$ cat src/rtl/mux_feed_scheduler.sv
// Round-robin feeder for a 4-to-1 word multiplexer: one buffered word per channel,
// registered select, captured output with valid/ready. Define FIXED_PRIORITY_EN for lowest-index-first arbitration.
module mux_feed_scheduler #(
  parameter int unsigned DATA_W    = 4,
  parameter int unsigned LAST_INIT = 3
) (
  input  logic              clk,
  input  logic              reset_n,
  input  logic [DATA_W-1:0] in_data0,
  input  logic [DATA_W-1:0] in_data1,
  input  logic [DATA_W-1:0] in_data2,
  input  logic [DATA_W-1:0] in_data3,
  input  logic [3:0]        in_valid,
  output logic [3:0]        in_ready,
  output logic [DATA_W-1:0] mux_w0,
  output logic [DATA_W-1:0] mux_w1,
  output logic [DATA_W-1:0] mux_w2,
  output logic [DATA_W-1:0] mux_w3,
  output logic [1:0]        mux_sel,
  input  logic [DATA_W-1:0] mux_y,
  output logic [DATA_W-1:0] out_data,
  output logic [1:0]        out_chan,
  output logic              out_valid,
  input  logic              out_ready
);

  localparam int unsigned NCH = 4;

  typedef enum logic [1:0] {IDLE, DRIVE, HOLD} state_t;

  state_t            state;
  logic [NCH-1:0]    buf_full;
  logic [NCH-1:0]    accept_c;
  logic [NCH-1:0]    clear_c;
  logic [DATA_W-1:0] buf_q [NCH];
  logic [DATA_W-1:0] din_c [NCH];
  logic [1:0]        grant_c;
`ifndef FIXED_PRIORITY_EN
  logic [1:0]        last_grant;
`endif

  assign din_c[0] = in_data0;
  assign din_c[1] = in_data1;
  assign din_c[2] = in_data2;
  assign din_c[3] = in_data3;

  assign mux_w0 = buf_q[0];
  assign mux_w1 = buf_q[1];
  assign mux_w2 = buf_q[2];
  assign mux_w3 = buf_q[3];

  assign in_ready = ~buf_full;
  assign accept_c = in_valid & ~buf_full;
  // The granted buffer is released in DRIVE; it cannot be written that cycle since it is full.
  assign clear_c  = (state == DRIVE) ? (4'b0001 << mux_sel) : 4'b0000;

  // Arbitration: later loop iterations have higher priority, so scan from the lowest-priority candidate.
  always_comb begin
    grant_c = 2'b00;
`ifdef FIXED_PRIORITY_EN
    for (int i = NCH - 1; i >= 0; i--) begin
      if (buf_full[i]) grant_c = 2'(i);
    end
`else
    for (int k = NCH; k >= 1; k--) begin
      if (buf_full[2'(last_grant + 2'(k))]) grant_c = 2'(last_grant + 2'(k));
    end
`endif
  end

  always_ff @(posedge clk) begin
    if (!reset_n) begin
      state     <= IDLE;
      buf_full  <= '0;
      mux_sel   <= 2'b00;
      out_data  <= '0;
      out_chan  <= 2'b00;
      out_valid <= 1'b0;
`ifndef FIXED_PRIORITY_EN
      last_grant <= 2'(LAST_INIT);
`endif
      for (int i = 0; i < NCH; i++) buf_q[i] <= '0;
    end else begin
      buf_full <= (buf_full & ~clear_c) | accept_c;
      for (int i = 0; i < NCH; i++) begin
        if (accept_c[i]) buf_q[i] <= din_c[i];
      end
      case (state)
        IDLE: begin
          if (|buf_full) begin
            mux_sel <= grant_c;
            state   <= DRIVE;
          end
        end
        DRIVE: begin
          out_data  <= mux_y;
          out_chan  <= mux_sel;
          out_valid <= 1'b1;
`ifndef FIXED_PRIORITY_EN
          last_grant <= mux_sel;
`endif
          state     <= HOLD;
        end
        HOLD: begin
          if (out_ready) begin
            out_valid <= 1'b0;
            state     <= IDLE;
          end
        end
        default: state <= IDLE;
      endcase
    end
  end

endmodule
$ cat config.mk
export PLATFORM = sky130hd
export DESIGN_NAME = mux_feed_scheduler
export DESIGN_NICKNAME = d
export VERILOG_FILES = /design/src/rtl/mux_feed_scheduler.sv
export SDC_FILE = /design/constraint.sdc
export NUM_CORES = 1
export LEC_CHECK = 0
export CAP_MARGIN = 20
export CORE_MARGIN = 8
export CORE_UTILIZATION = 38
export DETAILED_ROUTE_END_ITERATION = 8
export GPL_TIMING_DRIVEN = 0
export PLACE_DENSITY_LB_ADDON = 0.08
export SETUP_SLACK_MARGIN = 0.2
export SLEW_MARGIN = 5
export SYNTH_ARGS = -nofsm -noshare
export SYNTH_HDL_FRONTEND = slang
export SYNTH_SLANG_ARGS = --single-unit
$ cat constraint.sdc
create_clock -name clk -period 1.38 [get_ports clk]
set_input_delay 0.276 -clock clk [delete_from_list [all_inputs] [get_ports clk]]
set_output_delay 0.276 -clock clk [all_outputs]
set_load 0.02 [all_outputs]
Word level (Yosys, flattened, before mapping). Memories as Yosys holds them, arrays and structs flattened. Cells that the tools add are included.

Bits in registers: 17. RAM bits: 16. Bits of input ports: 27. Output and inout port bits: 29. Word-level logic and storage cells: 70. Memories: 1.

Add/sub/neg operators: 3. Order comparisons: 4. Equality and inequality tests: 4. Shifts and indexed selects: 1. Multiplexer cells: 35. Bitwise operators: 9. Reductions and logical operators: 6.

Memories: buf_q (words 4, width 4, read ports 4, clocked after memory_dff 0, wr ports 4, RTL line 35) `logic [DATA_W-1:0] buf_q [NCH];`.

Operators by type and width (count): $mux 4 (5); $mux 1 (18); $lt 2x3->1 const B (4); $mux 2 (6); $and 4x4->4 (2); $bmux 1 s2 (4); $not 4->4 (2); $pmux 2 s3 (1); $reduce_and 2->1 (3); $add 2x2->2 const B (2); $ne 2x2->1 const B (2); $or 1x1->1 (4); $or 4x4->4 (1); $reduce_or 4->1 (1); $shl 1x2->4 const A (1); $add 2x1->2 const B (1); $eq 2x1->1 const B (1); $eq 2x2->1 const B (1); $logic_not 2->1 (1); $pmux 1 s2 (1); $reduce_bool 2->1 (1).

Logic depth before layout (Yosys ltp). Gate-level depths: netlist of run 1.

Depth in word-level cells: 6. Depth in mapped cells: 5. Depth with buffers taken out: 3.

Worst setup path after synthesis of run 1. OpenSTA, ideal clock, no wires.

Kind: reg-to-reg. Start point: register buf_full[1]. End point: register mux_sel[0]. Setup time: 0.088 ns. Arrival time: 1.268 ns. Required time: 1.292 ns. Path slack: 0.023 ns. Cell stages (with the launch flop): 5. Buffers on the path: 1. Period minus slack after synthesis: 1.357 ns. Path through: dfxtp_1 > buf_6 > or4_4 > and2_4 > a311oi_2.

Word-level cells in the longest chain between the ends: 6. Elaborated cells on any way between the ends: 14. Classes of those cells: mux (12); reduce/logical (2).

Ends and longest elaborated chain: start: declaration (RTL line 32) `logic [NCH-1:0] buf_full;`; start signal: assignment (RTL line 84) `buf_full <= (buf_full & ~clear_c) | accept_c;`; $bmux 1 s2 (RTL line 66) `if (buf_full[2'(last_grant + 2'(k))]) grant_c = 2'(last_grant + 2'(k));`; $mux 1 (not written as such) (RTL line 66); $mux 2 (4 in a row) (RTL line 66); end signal: assignment (RTL line 91) `mux_sel <= grant_c;`; end: declaration (RTL line 19) `output logic [1:0] mux_sel,`.

Several ways; a longest one is shown, not always the timed one. The select of a mux whose other input is x is not followed. A chain may end at the register's enable or synchronous reset.

Worst setup path after layout of run 1. Same ends and word-level chain as after synthesis.

==> PnR_summary.wiki, run 1 <==
{| class="wikitable"
! Metric !! Value
|-
| Result of the run || complete, but fails checks
|-
| Violated checks || setup timing
|-
| CP max FO || 4
|-
| Clock-pin slew on the worst setup and hold paths || 0.10 ns
|-
| Final HPWL from detailed placement || 2.59 mm
|-
| Proportion of synthesized flip-flops having asynchronous set or reset || 0
|-
| Remaining antenna violation count || 0
|-
| Length in cells of the worst reg-to-reg path || 4
|-
| Type of the most critical hold path || input pin to flip-flop
|-
| Fraction of the yosys area taken by sequential cells || 0.597
|-
| Worst setup margin || -0.0226 ns
|-
| Flip-flop and latch count after synthesis || 33
|-
| PD cells || 1060 mW/mm2
|-
| Detailed-route DRC error count || 0
|-
| Number of synthesized flops with an enable pin || 16
|-
| Buffers & Inverters on Critical Path || 1
|-
| Die Ht || 76.1 um
|-
| Clock Latency Late Sink || around 0.33 ns
|-
| Top Ports || 56
|-
| Final Slew Violations || 0
|-
| Final nets || 229
|-
| Wire length per cell after detailed routing || around 14 um
|-
| Sum of internal, switching and leakage power || 2.27 mW
|-
| Comb power frac || 0.254
|-
| Slew of the pin with the lowest slew margin || 0.449 ns
|-
| Launching point of the worst reg2reg path || buf_full[1]
|-
| Final period utilization || 1.02
|-
| Post-Synthesis Cells || about 130
|-
| Critical Path End Type || flip-flop
|-
| First-pass GRT wire length || 5.77 mm
|-
| Layout fillers || 331
|-
| Placed insts || 234
|-
| Routed wire length || 3.51 mm
|-
| Total CTS buffers || 5
|-
| Critical path's slowest cell || or4_4
|-
| Share of post-route cells with drive strength above 1 || 0.379
|-
| Crit path max-delay family || simple AND/OR/NAND/NOR gates
|-
| Global placement routability congestion || 0.736
|-
| DRC marker count from the first detailed-route iteration || 46
|-
| Worst Hold End || mux_sel[1]
|-
| Clock Power Share || 0.224
|-
| Starting density of the core || 0.384
|-
| Worst rel slew slack || 0.701
|-
| Most common library cells after synthesis || dfxtp_1 (17), nand2_1 (17), and3_1 (16), edfxtp_1 (16), a21oi_1 (14)
|-
| Final setup violation count || 1
|-
| Number of instances on the worst hold path || 3
|-
| Post-route minimum period || 1.40 ns
|-
| PortBufs || between 50 and 60
|-
| List of cells traversed by the critical path || buf_6, or4_4, and2_4, a311oi_2
|-
| TritonCTS clock tree || built
|-
| LEAKAGE || 0.937 nW
|-
| Drt first pass iters || 4
|-
| Area growth syn-to-layout || 56.6%
|-
| CP arrival || 1.64 ns
|-
| Area after DPL || 0.00198 mm2
|-
| Vias in the first global route || 1,210
|-
| CP max stage delay || 0.52 ns
|-
| Pin count of the biggest net entering global routing || 11
|-
| Max Clock Freq || 713 MHz
|-
| Row count || 22
|-
| GRT Total Usage || 0.122
|-
| Post-layout instance area || 0.00215 mm2
|-
| Setup slack of the most critical reg-to-reg path || -0.02 ns
|-
| Area share of the largest cell type after synthesis || 0.350
|-
| Total inserted antenna cells || 0
|-
| Path type of the worst setup path || flip-flop to flip-flop
|-
| Avg Vias per Cell || approximately 4.8
|-
| Number of synthesis warnings || 0
|-
| Smallest hold slack || 0.387 ns
|-
| Total congestion overflow || 0
|-
| Internal power || 1.62 mW
|-
| Library cell used as clock root buffer || clkbuf_4
|-
| Relative contribution of sequential cells to total power || 0.521
|-
| Number of failing hold endpoints at the final stage || 0
|-
| Clock buffer depth || 2
|-
| Width of the die || 76.1 um
|-
| CP startpoint kind || flip-flop
|-
| Sw power || 0.656 mW
|-
| Dominant register cell in the synthesized netlist || dfxtp_1
|-
| Syn Nets || roughly 160
|-
| Antenna violations before repair || 0
|-
| Clock skew after layout || 0.0104 ns
|-
| Maximum vdd drop || 0.000769 V
|-
| Die footprint || 0.00580 mm2
|-
| Core area || 0.00358 mm2
|-
| Required time reported for the critical path endpoint || 1.62 ns
|-
| Synth Area per Inst || between 10 and 15 um2
|-
| Hold path startpoint || reset_n
|-
| Setup repair after global routing missed its margin || true
|-
| # Max-Cap Violations || 0
|-
| Biggest area contributors in the synthesized netlist || edfxtp_1 (35%), dfxtp_1 (25%), and3_1 (7.3%), a21oi_1 (5.1%), nand2_1 (4.6%)
|-
| Non-filler cells in the finished layout || 251
|-
| Cell variety after synth || 28
|-
| Area leader, netlist || edfxtp_1
|-
| H-tree levels || 2
|-
| Detailed-route via count || between 1,000 and 1,500
|-
| Syn Std Cell Area || 0.00137 mm2
|-
| Crit Reg-Reg Endpoint || mux_sel[0]
|-
| Switching portion of total power || 0.289
|-
| Clk sinks || 33
|}
-- worst max path at each step --
stage                     start     endpoint  slack, ns  cells past startpoint
CTS                 buf_full[1]   mux_sel[0]      -0.02                      4
finish              buf_full[1]   mux_sel[0]      -0.02                      4
detailed placement  in_valid[0]  buf_q[0][0]      -0.19                      3
global route        buf_full[1]   mux_sel[0]      -0.07                      4
floorplan           buf_full[1]   mux_sel[0]       0.06                      4
global placement    in_valid[0]  buf_q[0][0]      -0.18                      3
-- power by group through the flow --
| stage | registers [mW] | logic (mW) | clock network, mW |
|---|---|---|---|
| 2_1_floorplan | 1.26 | 0.205 | 0 |
| 3_3_place_gp | 1.19 | 0.525 | 0 |
| 3_5_place_dp | 1.20 | 0.533 | 0 |
| 4_1_cts | 1.18 | 0.539 | 0.528 |
| 5_1_grt | 1.20 | 0.625 | 0.561 |
| 6_report | 1.19 | 0.578 | 0.510 |
-- cells in the final DEF, fill, tap and decap left out, types with 4 or more instances in the layout --
cell type and n:
buf_6 17, clkbuf_1 4, buf_4 10, nand2_1 17
and3_1 13, a21oi_1 14, clkdlybuf4s50_1 25, buf_2 11
edfxtp_1 16, dfxtp_1 10, nor2_1 6, clkbuf_4 5
dfxtp_2 5
-- area by class of cell --
class                      instances  area, um2  share of cell area
timing repair buffer              63        572               0.266
multi-input combinational         85        543               0.252
sequential                        33        835               0.388
buffer                             8       61.3              0.0285
clock buffer                       6       41.3              0.0192
clock inverter                     2       10.0             0.00465
tap                               48       60.1              0.0279
inverter                           6       30.0              0.0140
-- per-stage QoR --
| stage | TNS, ns | util | setup WS, ns |
|---|---|---|---|
| 2_1_floorplan | 0 | - | 0.0635 |
| 3_3_place_gp | -2.27 | 0.552 | -0.181 |
| 3_5_place_dp | -2.82 | 0.552 | -0.194 |
| 4_1_cts | -0.0154 | 0.570 | -0.0154 |
| 5_1_grt | -0.128 | 0.601 | -0.0680 |
| 6_report | -0.0226 | 0.601 | -0.0226 |
-- timing repair --
| item | CTS | global route |
|---|---|---|
| pin swaps | 4 | 0 |
| buffers inserted | 7 | 2 |
| hold buffers | 0 | 0 |
| setup endpoints to repair | 58 | 41 |
| gates resized for setup | 149 | 35 |
-- metal layers --
layer / up-vias / part of all wire / GRT usage / wire length [um]
met1: 559 / 0.42 / 0.133 / 1480
li1: 603 / - / - / -
met4: 0 / 0.011 / 0.0346 / 38
met5: - / 0 / 0 / 0
met3: 5 / 0.076 / 0.0578 / 267
met2: 41 / 0.49 / 0.207 / 1730
-- worst min-delay path: stages --
cell and delay, ns:
clkbuf_2 0.22, nand2_1 0.11, o32ai_1 0.07
-- sequential cells by signal, summed over array words and instances (netlist names) --
register    cells
buf_q          16
buf_full        4
out_data        4
last_grant      2
mux_sel         2
out_chan        2
state           2
out_valid       1
-- cell families (layout without fill, tap and decap cells) --
logic type	after synthesis	in the layout	share of synthesized area
compound gates	26	26	0.117
flops	33	33	0.597
buf+inv	14	85	0.0437
mux	1	1	0.00729
simple gates	58	58	0.234
Note: power is estimated with default switching activity, not from simulation.
==> inputs of run 2 (changes only) <==
--- a/config.mk
+++ b/config.mk
@@ -6,7 +6,7 @@
 export NUM_CORES = 1
 export LEC_CHECK = 0
 export CAP_MARGIN = 20
-export CORE_MARGIN = 8
+export CORE_MARGIN = 1.5
 export CORE_UTILIZATION = 38
 export DETAILED_ROUTE_END_ITERATION = 8
 export GPL_TIMING_DRIVEN = 0
==> run 2 against run 1 <==
The flow now finishes without violations; final area up 1.8%; clock skew increased by 0.00075 ns; critical path type unchanged; worst setup slack improved by 0.042 ns; count of clock-buffer cells in the layout grew 1; combinational power grew 3.8%; core utilization increased by 4.5 points; fmax up 3.1%; critical endpoint unchanged.
==> PnR_summary.wiki, run 2 (synthesis results as in run 1) <==
{| class="wikitable"
! Metric !! Value
|-
| Type of the most critical hold path || input pin to flip-flop
|-
| Detailed-route via count || 1,235
|-
| DRC marker count from the first detailed-route iteration || 20
|-
| LEAKAGE || 0.960 nW
|-
| Worst setup margin || 0.0195 ns
|-
| Setup repair after global routing missed its margin || true
|-
| Critical path's slowest cell || or4_4
|-
| Top Ports || 56
|-
| Number of instances on the worst hold path || 3
|-
| H-tree levels || 2
|-
| Clock Power Share || 0.225
|-
| Final period utilization || 0.986
|-
| Share of post-route cells with drive strength above 1 || 0.382
|-
| Clock skew after layout || 0.0112 ns
|-
| Relative contribution of sequential cells to total power || 0.515
|-
| Post-route minimum period || between 1 and 1.5 ns
|-
| Detailed-route DRC error count || 0
|-
| CTS Hold Bufs || 0
|-
| First-pass GRT wire length || between 5 and 6 mm
|-
| Most used cells in the layout excluding fill and tap cells || clkdlybuf4s50_1 (25), buf_6 (24), nand2_1 (17)
|-
| Clk sinks || 33
|-
| Path type of the worst setup path || flip-flop to flip-flop
|-
| Die Ht || approximately 63 um
|-
| TritonCTS clock tree || built
|-
| Largest register FFs || 16
|-
| Number of failing hold endpoints at the final stage || 0
|-
| Vias in the first global route || 1,172
|-
| Comb power frac || 0.260
|-
| Hold path startpoint || reset_n
|-
| Worst rel slew slack || 0.715
|-
| Row count || 21
|-
| # Max-Cap Violations || 0
|-
| Clock buffer depth || 2
|-
| Slew of the pin with the lowest slew margin || 0.428 ns
|-
| Worst setup slack before clock tree synthesis || -0.271 ns
|-
| Register name with the most flops || buf_q
|-
| Routed wire length || around 3.4 mm
|-
| Switching portion of total power || 0.290
|-
| List of cells traversed by the critical path || buf_6, or4_4, and2_4, a311oi_2
|-
| Die footprint || 0.00398 mm2
|-
| Total CTS buffers || 5
|-
| Setup slack of the most critical reg-to-reg path || 0.02 ns
|-
| Final setup violation count || 0
|-
| Final HPWL from detailed placement || 2.25 mm
|-
| Avg Vias per Cell || between 4 and 5
|-
| Total inserted antenna cells || 0
|-
| CP max FO || 4
|-
| CP max stage delay || 0.52 ns
|-
| Length in cells of the worst reg-to-reg path || 4
|-
| Placed insts || 232
|-
| Result of the run || complete, no violations
|-
| Final nets || 230
|-
| Biggest regs || buf_q (16), buf_full (4), out_data (4)
|-
| Total congestion overflow || 0
|-
| Clock Latency Late Sink || 0.34 ns
|-
| Buffers & Inverters on Critical Path || 1
|-
| Crit Reg-Reg Endpoint || mux_sel[0]
|-
| Internal power || 1.64 mW
|-
| Maximum vdd drop || 0.000548 V
|-
| Wire length per cell after detailed routing || 13.6 um
|-
| GRT Total Usage || 0.173
|-
| Starting density of the core || 0.405
|-
| Required time reported for the critical path endpoint || 1.64 ns
|-
| PortBufs || 54
|-
| Max Clock Freq || 735 MHz
|-
| Library cell used as clock root buffer || clkbuf_4
|-
| Final Slew Violations || 0
|-
| Most frequent standard cell in the layout excluding fill and tap cells || clkdlybuf4s50_1
|-
| Non-filler cells in the finished layout || 250
|-
| Area growth syn-to-layout || 59.5%
|-
| Drt first pass iters || 4
|-
| Sw power || 0.669 mW
|-
| Critical Path End Type || flip-flop
|-
| Core area || approximately 0.0034 mm2
|-
| Antenna violations before repair || 0
|-
| Worst Hold End || mux_sel[0]
|-
| Pin count of the biggest net entering global routing || 11
|-
| Remaining antenna violation count || 0
|-
| Launching point of the worst reg2reg path || buf_full[1]
|-
| Crit path max-delay family || simple AND/OR/NAND/NOR gates
|-
| Width of the die || 63.1 um
|-
| Clock-pin slew on the worst setup and hold paths || 0.10 ns
|-
| CP arrival || 1.62 ns
|-
| Global placement routability congestion || 0.798
|-
| PD cells || 1050 mW/mm2
|-
| CP startpoint kind || flip-flop
|}
-- run 2: cell types whose count changed in the layout (fill, tap and decap cells not counted), moves of 2 or more --
cell	before	now
buf_6	17	24
buf_2	11	9
buf_4	10	8
nand2b_2	2	0
nand2b_4	2	4
inv_2	1	3
-- run 2: timing repair --
item / 4_1_cts / 5_1_grt
pin swaps: 1 / 7
setup endpoints to repair: 54 / 49
buffers inserted: 7 / 3
resized for setup: 142 / 55
-- run 2: area by class of cell --
cell class              instances  area, um2
fillers                       280       1200
clock inverters                 1       5.00
multi-input cells              85        566
clock buffers                   7       45.0
flip-flops and latches         33        831
well taps                      46       57.6
plain buffers                   8       58.8
inverters                       6       25.0
repair buffers                 64        603
-- run 2: power by group through the flow --
stage | Combinational [mW] | Clock (mW) | Sequential [mW]
3_3_place_gp | 0.520 | 0 | 1.20
4_1_cts | 0.517 | 0.531 | 1.18
3_5_place_dp | 0.527 | 0 | 1.20
6_report | 0.600 | 0.519 | 1.19
5_1_grt | 0.646 | 0.583 | 1.20
2_1_floorplan | 0.205 | 0 | 1.26
-- run 2: metal layers --
metal | track usage | vias to the layer above | routed length, um
met5 | 0 | - | 0
met4 | 0.0833 | 0 | 76
met3 | 0.0571 | 9 | 214
met2 | 0.259 | 41 | 1620
met1 | 0.226 | 574 | 1500
li1 | - | 611 | -
-- run 2: how the worst max path moves through the flow --
| stage | startpoint | slack [ns] | end | cells past startpoint |
|---|---|---|---|---|
| detailed placement | in_valid[3] | -0.27 | buf_q[3][1] | 3 |
| global placement | in_valid[3] | -0.21 | buf_q[3][3] | 3 |
| CTS | buf_full[2] | 0.01 | mux_sel[0] | 4 |
| finish | buf_full[1] | 0.02 | mux_sel[0] | 4 |
| global route | buf_full[1] | -0.009 | mux_sel[0] | 4 |
| floorplan | buf_full[1] | 0.06 | mux_sel[0] | 4 |
-- run 2: worst min-delay path: stages --
cell      delay [ns]
clkbuf_2        0.23
inv_1           0.15
a311oi_2        0.04
-- run 2: stage by stage --
step                      hold WS, ns  utilization  cell area (um2)  power (mW)  TNS (ns)
after floorplan                 0.412            -             1380        1.47         0
after global placement          0.442        0.582             1970        1.71     -2.40
after detailed placement        0.450        0.582             1970        1.73     -2.96
after CTS                       0.419        0.589             2000        2.22         0
after global routing            0.416        0.646             2190        2.43  -0.00892
final                           0.401        0.646             2190        2.31         0
